File: src/rtl/fp16_align_frontend.sv
// Purpose: FP16 adder operand front end. Buffers operand pairs, flags NaN/Inf/double-zero,
//          orders by magnitude and aligns the smaller mantissa with guard/round/sticky bits.
// Latency: 2 edges from push to out_valid when idle (FIFO write, then pop into output register).
// Backpressure: output register holds while out_valid & !out_ready; in_ready drops when FIFO full.
//
// Ports:
//   clk, rst_n            clock; synchronous active-low reset
//   in_valid/in_ready     operand-pair handshake; numi1/numi2 binary16 operands
//   out_valid/out_ready   result handshake
//   out_sign_l/_s         signs of larger/smaller-magnitude operand
//   out_exp               biased effective exponent of the larger operand
//   out_man_l             larger mantissa with hidden bit
//   out_man_s             aligned smaller mantissa {hidden, frac, G, R, S}
//   out_expdiff           effective exponent difference
//   out_sub               effective subtraction
//   out_special/_val      special-case result (arithmetic fields don't-care when set)
//   fifo_count            operand FIFO occupancy
//
// Build option: define FP16_FE_FTZ_EN to flush subnormal operands to signed zero.

module fp16_align_frontend #(
    parameter int FIFO_DEPTH = 4
) (
    input  logic                          clk,
    input  logic                          rst_n,
    input  logic                          in_valid,
    output logic                          in_ready,
    input  logic [15:0]                   numi1,
    input  logic [15:0]                   numi2,
    output logic                          out_valid,
    input  logic                          out_ready,
    output logic                          out_sign_l,
    output logic                          out_sign_s,
    output logic [4:0]                    out_exp,
    output logic [10:0]                   out_man_l,
    output logic [13:0]                   out_man_s,
    output logic [4:0]                    out_expdiff,
    output logic                          out_sub,
    output logic                          out_special,
    output logic [15:0]                   out_special_val,
    output logic [$clog2(FIFO_DEPTH):0]   fifo_count
);

    localparam int PTR_W = $clog2(FIFO_DEPTH);
    localparam int CNT_W = PTR_W + 1;

    typedef struct packed {
        logic        sign_l;
        logic        sign_s;
        logic [4:0]  exp;
        logic [10:0] man_l;
        logic [13:0] man_s;
        logic [4:0]  expdiff;
        logic        sub;
        logic        special;
        logic [15:0] special_val;
    } res_t;

    // ------------------------------------------------------------------
    // Operand FIFO
    // ------------------------------------------------------------------
    logic [31:0]      mem_q [FIFO_DEPTH];
    logic [PTR_W-1:0] wr_ptr_q, wr_ptr_d;
    logic [PTR_W-1:0] rd_ptr_q, rd_ptr_d;
    logic [CNT_W-1:0] count_q, count_d;
    logic             fifo_full, fifo_empty;
    logic             push, pop;
    logic [31:0]      head_dat;
    logic             out_valid_q, out_valid_d;
    res_t             res_q, res_d;

    assign fifo_full  = (count_q == CNT_W'(FIFO_DEPTH));
    assign fifo_empty = (count_q == '0);
    assign in_ready   = rst_n & ~fifo_full;
    assign push       = in_valid & in_ready;
    // Pop only into a free (or draining) output register; no bypass of an empty FIFO.
    assign pop        = ~fifo_empty & (~out_valid_q | out_ready);
    assign head_dat   = mem_q[rd_ptr_q];

    always_comb begin
        wr_ptr_d = wr_ptr_q;
        rd_ptr_d = rd_ptr_q;
        count_d  = count_q;
        if (push) wr_ptr_d = wr_ptr_q + PTR_W'(1);
        if (pop)  rd_ptr_d = rd_ptr_q + PTR_W'(1);
        case ({push, pop})
            2'b10:   count_d = count_q + CNT_W'(1);
            2'b01:   count_d = count_q - CNT_W'(1);
            default: count_d = count_q;
        endcase
    end

    always_ff @(posedge clk) begin
        if (!rst_n) begin
            wr_ptr_q <= '0;
            rd_ptr_q <= '0;
            count_q  <= '0;
        end else begin
            wr_ptr_q <= wr_ptr_d;
            rd_ptr_q <= rd_ptr_d;
            count_q  <= count_d;
        end
    end

    // Storage needs no reset: entries are only read behind a valid count.
    always_ff @(posedge clk) begin
        if (push) mem_q[wr_ptr_q] <= {numi1, numi2};
    end

    // ------------------------------------------------------------------
    // Classification, ordering and alignment of the FIFO head
    // ------------------------------------------------------------------
    logic [15:0] op1, op2, op_l, op_s;
    logic        nan1, nan2, inf1, inf2, zero1, zero2;
    logic        swap;
    logic [4:0]  effexp_l, effexp_s, expdiff;
    logic [10:0] man_l, man_s;
    logic [13:0] ext, shifted, lost_mask, aligned;
    logic        sticky;
    logic        special;
    logic [15:0] special_val;

    always_comb begin
        op1 = head_dat[31:16];
        op2 = head_dat[15:0];
`ifdef FP16_FE_FTZ_EN
        if (op1[14:10] == 5'd0) op1[9:0] = 10'd0;
        if (op2[14:10] == 5'd0) op2[9:0] = 10'd0;
`endif
    end

    assign nan1  = (&op1[14:10]) & (|op1[9:0]);
    assign nan2  = (&op2[14:10]) & (|op2[9:0]);
    assign inf1  = (&op1[14:10]) & ~(|op1[9:0]);
    assign inf2  = (&op2[14:10]) & ~(|op2[9:0]);
    assign zero1 = ~(|op1[14:0]);
    assign zero2 = ~(|op2[14:0]);

    // {exp, frac} orders magnitude directly; ties keep numi1 as the larger.
    assign swap = (op2[14:0] > op1[14:0]);
    assign op_l = swap ? op2 : op1;
    assign op_s = swap ? op1 : op2;

    assign effexp_l = (op_l[14:10] == 5'd0) ? 5'd1 : op_l[14:10];
    assign effexp_s = (op_s[14:10] == 5'd0) ? 5'd1 : op_s[14:10];
    assign man_l    = {|op_l[14:10], op_l[9:0]};
    assign man_s    = {|op_s[14:10], op_s[9:0]};
    // Magnitude ordering guarantees effexp_l >= effexp_s, and the largest
    // possible difference (30 - 1) already fits, so no saturation logic is needed.
    assign expdiff  = effexp_l - effexp_s;

    assign ext       = {man_s, 3'b000};
    assign shifted   = ext >> expdiff;
    assign lost_mask = (14'd1 << expdiff) - 14'd1;
    assign sticky    = |(ext & lost_mask);

    always_comb begin
        if (expdiff >= 5'd14) aligned = {13'd0, |man_s};
        else                  aligned = {shifted[13:1], shifted[0] | sticky};
    end

    always_comb begin
        special     = 1'b0;
        special_val = 16'h0000;
        if (nan1 | nan2) begin
            special     = 1'b1;
            special_val = 16'h7E00;
        end else if (inf1 & inf2 & (op1[15] ^ op2[15])) begin
            special     = 1'b1;
            special_val = 16'h7E00;
        end else if (inf1) begin
            special     = 1'b1;
            special_val = op1;
        end else if (inf2) begin
            special     = 1'b1;
            special_val = op2;
        end else if (zero1 & zero2) begin
            special     = 1'b1;
            special_val = {op1[15] & op2[15], 15'd0};
        end
    end

    // ------------------------------------------------------------------
    // Output register
    // ------------------------------------------------------------------
    always_comb begin
        res_d       = res_q;
        out_valid_d = out_valid_q;
        if (pop) begin
            res_d.sign_l      = op_l[15];
            res_d.sign_s      = op_s[15];
            res_d.exp         = effexp_l;
            res_d.man_l       = man_l;
            res_d.man_s       = aligned;
            res_d.expdiff     = expdiff;
            res_d.sub         = op_l[15] ^ op_s[15];
            res_d.special     = special;
            res_d.special_val = special_val;
            out_valid_d       = 1'b1;
        end else if (out_ready) begin
            out_valid_d = 1'b0;
        end
    end

    always_ff @(posedge clk) begin
        if (!rst_n) begin
            res_q       <= '0;
            out_valid_q <= 1'b0;
        end else begin
            res_q       <= res_d;
            out_valid_q <= out_valid_d;
        end
    end

    assign out_valid       = out_valid_q;
    assign out_sign_l      = res_q.sign_l;
    assign out_sign_s      = res_q.sign_s;
    assign out_exp         = res_q.exp;
    assign out_man_l       = res_q.man_l;
    assign out_man_s       = res_q.man_s;
    assign out_expdiff     = res_q.expdiff;
    assign out_sub         = res_q.sub;
    assign out_special     = res_q.special;
    assign out_special_val = res_q.special_val;
    assign fifo_count      = count_q;

endmodule

File: config.mk
export PLATFORM = sky130hd
export DESIGN_NAME = fp16_align_frontend
export DESIGN_NICKNAME = d
export VERILOG_FILES = /design/src/rtl/fp16_align_frontend.sv
export SDC_FILE = /design/constraint.sdc
export NUM_CORES = 1
export LEC_CHECK = 0
export ABC_AREA = 1
export BUFFER_PORTS_ARGS = -buffer_cell sky130_fd_sc_hd__buf_2
export CAP_MARGIN = 15
export CORE_MARGIN = 2
export CORE_UTILIZATION = 25
export DETAILED_ROUTE_END_ITERATION = 12
export PLACE_DENSITY = 0.49
export SLEW_MARGIN = 20
export SYNTH_ARGS = -nofsm -noshare
export SYNTH_HDL_FRONTEND = slang
export SYNTH_SLANG_ARGS = --single-unit
File: constraint.sdc
create_clock -name clk -period 16.6 [get_ports clk]
set_clock_uncertainty 0.2 [all_clocks]
set_input_delay 1.66 -clock clk [delete_from_list [all_inputs] [get_ports clk]]
set_output_delay 1.66 -clock clk [all_outputs]
set_load 0.01 [all_outputs]
* After elaboration in Yosys (flattened, before gate mapping)
Memories as Yosys holds them, arrays and structs flattened. A register that Yosys moved wholly into a read port is not among the register bits. Index checks and enable logic that the tools add are counted.
Word-level totals: register bits after elaboration 63, RAM bits 128, input bits 36, output and inout port bits 60, word-level logic and storage cells 88, memories kept 1
Cells by class: add/subtract/negate cells 6, magnitude comparators 2, equality and inequality tests 3, shifts and indexed selects 2, muxes and demuxes 22, bitwise logic cells 24, reduce and logical (&&, ||, !) cells 15
Memory list:
- mem_q | words 4, bits a word 32, rd ports 1, clocked after memory_dff 1, write ports 1, line 62 | logic [31:0] mem_q [FIFO_DEPTH];
Operator list (count):
- 16-bit 2-to-1 mux | 7
- 15-bit OR reduction | 3
- 10-bit OR reduction | 2
- 15-bit greater-than comparator | 1
- 14-bit AND | 1
- 14-bit 2-to-1 mux | 1
- 14-bit OR reduction | 1
- 1-bit by 5-bit << shifter with 14-bit output (first input constant) | 1
- 14-bit by 5-bit >> shifter with 14-bit output | 1
- 14-bit by 1-bit subtractor with 14-bit output (second input constant) | 1
- 1-bit AND | 11
- 5-bit logical NOT | 2
- 5-bit 2-to-1 mux | 2
- 5-bit AND reduction | 2
- 5-bit OR reduction | 2
- 1-bit 2-to-1 mux | 9
- 1-bit NOT | 7
- 3-bit one-hot mux with 2 select lines | 1
- 5-bit by 4-bit >= comparator with 1-bit output (second input constant) | 1
- 5-bit subtractor | 1
- 2-bit by 1-bit adder with 2-bit output (second input constant) | 2
- 2-bit 2-to-1 mux | 2
- 2-bit nonzero test | 2
- 3-bit by 1-bit adder with 3-bit output (second input constant) | 1
- other kinds (7) | 10

* Longest topological paths before layout
word-level depth 11, depth in mapped cells 45, gate-level depth less buffers 41

* Worst setup path after synthesis
OpenSTA, ideal clock, no wires.
path type register to register, from register with a tool-made name, to register res_q (netlist bit out_man_s[0]), library setup time 120 ps, arrival time 5039 ps, required time 16280 ps, setup slack 11240 ps, stages on the path, launching flop included 39, buffers on the path 5, period minus slack after synthesis 5360 ps, path through dfxtp_1 > buf_6 > inv_6 > buf_6 > buf_8 > buf_6 > a32oi_1 > inv_1 > ha_1 > nand2_1 > nor2_1 > nand2_1 > nand2_1 > nand2_1 > nand2_2 > nand2_2 > buf_2 > o21ai_0 > (+3 left out) > ha_1 > fa_1 > nor3_1 > o21ai_0 > nand2_1 > nand2_1 > nand2_2 > inv_2 > nor2_4 > nand2_1 > nand3_2 > nand2_1 > nand2_1 > nand2_1 > nor3_1 > nand4_1 > nand2_1 > a21oi_1
RTL lines:
- end signal, assigned | line 210 | res_q <= res_d;
- end, declared | line 70 | res_t res_q, res_d;

==> flow_summary.ini <==
[logic_synthesis]
synth-seq-area-share_pct = 54.9
synthesized_area_per_cell_um2 = 9.28
synthesized_flop_and_latch_total = 193
syn-num-nets = 1073
count_of_cell_types_in_the_netlist = 51
asyncSetResetFlopFracSynth_pct = 0
synthesis.instances = 1010
number_of_flops_mapped_to_enable_cells_by_yosys = 128
synthFlopType = sky130_fd_sc_hd__edfxtp_1
synth.yosys.warnings = 0
netlist_area_um2 = 9370

[global_route]
wire_length_of_the_first_global_routing_pass_mm = 39.4
number_of_antenna_violations_at_the_first_check_in_global_routing = 2
globalRouteTotalUtil_pct = 13.2
gr-total-overflow = 0
grt_max_degree = 66
grt_pass1_vias = 6986

[worst_setup_path]
worst_setup_path_start_kind = flop
most_common_cell_on_crit_path = sky130_fd_sc_hd__nand2_1
critPathKind = reg2reg
cp_slowest_stage_delay_ns = 0.57
worstSetupEndpointType = flop
regToRegSetupSlack_ns = 8.37
critPathSlowestCell = sky130_fd_sc_hd__xnor2_2
timing.critical_path.fanout_max = 65
cp_data_required_time_ns = 16.70
timing.critical_path.arrival_ns = 8.34

[layout]
area_grow_syn2layout_pct = 15.4
final_core_utilization_pct = 29.4
layout_common_cells = sky130_fd_sc_hd__nand2_1 (296), sky130_fd_sc_hd__edfxtp_1 (128), sky130_fd_sc_hd__buf_2 (95), sky130_fd_sc_hd__inv_1 (85), sky130_fd_sc_hd__a21oi_1 (67)
proportion_of_layout_cells_with_a_drive_suffix_above_1_pct = 17.4
layout.cells.most_common = sky130_fd_sc_hd__nand2_1
final-instance-count-excl-fill = 1567
fin_nets = 1147

[cts]
cts_setup_buffers = 0
htree_num_levels = 4
cts_resized = 0
clk_root_buffer_cell = sky130_fd_sc_hd__clkbuf_16
numClockSinks = 193
clockBufferDepth = 2
clk_pin_slew_worst_paths_ns = 0.07
clk_latency_ns = 0.45
cts-hold-fix-buffers = 0
cts_made_buffers = 17
clock_tree_from_tritoncts = yes

[sta]
final_report_max_slew_violation_count = 0
setup-violations-final = 0
fin_hold_ws_ns = 0.233
fmaxAchievable_mhz = 121
timing.setup.tns_ns = 0
timing_worst_slew_pin_value_ns = 0.812
period_minus_slack_ns = 8.23
rsz_0062_raised_after_global_routing = false
final.period_utilization_pct = 49.6
max-slew-margin-rel_pct = 45.5
hold_fails_final_rpt = 0

[detailed_routing]
drtIter0Drc = 489
detailed_routing_iteration_count_for_the_pre_antenna_repair_pass = 8
via_count = 7300
wl_per_cell_um = 16.2
routed_wl_mm = 25.4
vias_per_cell = 4.66
drc_viols = 0
postRouteAntennaNets = 0

[floorplanning]
die-area_um2 = 39100
chipHeight_um = 198
area_inside_the_core_boundary_um2 = 36800
initial_core_util_pct = 25.5
ios = 96
core.rowCount = 70
dieWidth_um = 198

[placement]
dp_hpwl_mm = 17.5
dpl.cell_count = 1533
place.gp.congestion = 0.867
numPortBuffers = 95

[worst_hold_path]
min_path_type = reg2reg

[outcome]
run_status = complete, no violations

[run]
timing.max_cap.violations = 0
layer usage:
layer  track usage (%)  up-vias  wire, µm
met5                 0        -         0
met4              4.87        0       568
met3              2.95       36      1330
met2              20.9      210     11400
met1              17.8     3438     12100
li1                  -     3616         -
state kept, by name (all words and copies together), names as in the netlist, named ones only:
signal	count
fifo_count	3
out_man_l	11
out_sign_l	1
wr_ptr_q	2
out_special_val	16
rd_ptr_q	2
mem_q	128
out_valid	1
out_sign_s	1
out_expdiff	5
out_exp	5
out_special	1
out_sub	1
out_man_s	14
final timing paths:
| kind | start | endpoint | depth (start not counted) |
|---|---|---|---|
| worst max-delay path | flop | out_man_s[0]$_SDFFE_PN0P_ | 35 |
| worst min register to register | out_special_val[8]$_SDFFE_PN0P_ | out_special_val[8]$_SDFFE_PN0P_ | 2 |
| worst max register to register | flop | out_man_s[0]$_SDFFE_PN0P_ | 35 |
| worst min-delay path | out_special_val[8]$_SDFFE_PN0P_ | out_special_val[8]$_SDFFE_PN0P_ | 2 |
cell usage after synthesis, drive strengths merged (2+ instances only):
cell type	n	area [µm²]
nand2	305	1170
edfxtp	128	3840
inv	93	354
a21oi	72	387
dfxtp	65	1300
o21ai	62	333
nand3	58	305
nor2	54	223
buf	30	225
ha	25	313
a32oi	19	219
clkbuf	18	67.6
o211ai	16	125
a31oi	13	81.3
nand4	11	90.1
nor3	9	45.0
or2	7	43.8
a32o	5	50.1
nor4	5	52.6
o221ai	3	26.3
fa	2	40.0
o2111ai	2	17.5
o22ai	2	12.5
cell type report:
class | instances | area, µm²
clock buffers | 17 | 425
flip-flops and latches | 193 | 5150
multi-input cells | 675 | 3600
clock inverters | 15 | 156
repair buffers | 103 | 536
diodes | 2 | 5.00
fillers | 3886 | 26000
well taps | 468 | 586
inverters | 94 | 358
per-stage QoR:
stage / setup WS, ns / instance area (µm²)
2_1_floorplan: 11.24 / 9370
3_3_place_gp: 8.69 / 10200
3_5_place_dp: 8.47 / 10200
4_1_cts: 8.45 / 10800
5_1_grt: 7.48 / 10800
6_report: 8.37 / 10800
kinds of logic (layout without fill, tap and decap cells):
group | count (synthesis) | in the layout | synth area share (%)
xor+xnor | 1 | 1 | 0.174
buf+inv | 142 | 229 | 6.94
simple gates | 449 | 449 | 20.6
fa+ha+maj | 27 | 27 | 3.76
compound gates | 198 | 198 | 13.7
other cells | 0 | 2 | 0
flops | 193 | 193 | 54.9
critical path, delay by kind of cell (launching register included):
| kind | cells | cell delay, ns |
|---|---|---|
| buffers and inverters | 7 | 2.37 |
| AND/OR/NAND/NOR | 18 | 2.09 |
| flip-flops | 1 | 0.31 |
| XOR/XNOR | 1 | 0.57 |
| AO/OA/AOI/OAI | 6 | 1.43 |
| adder cells (fa/ha/maj) | 3 | 1.03 |
Power is not shown: default switching activity piles up to over one toggle a cycle in this logic, so the estimate is an artifact.
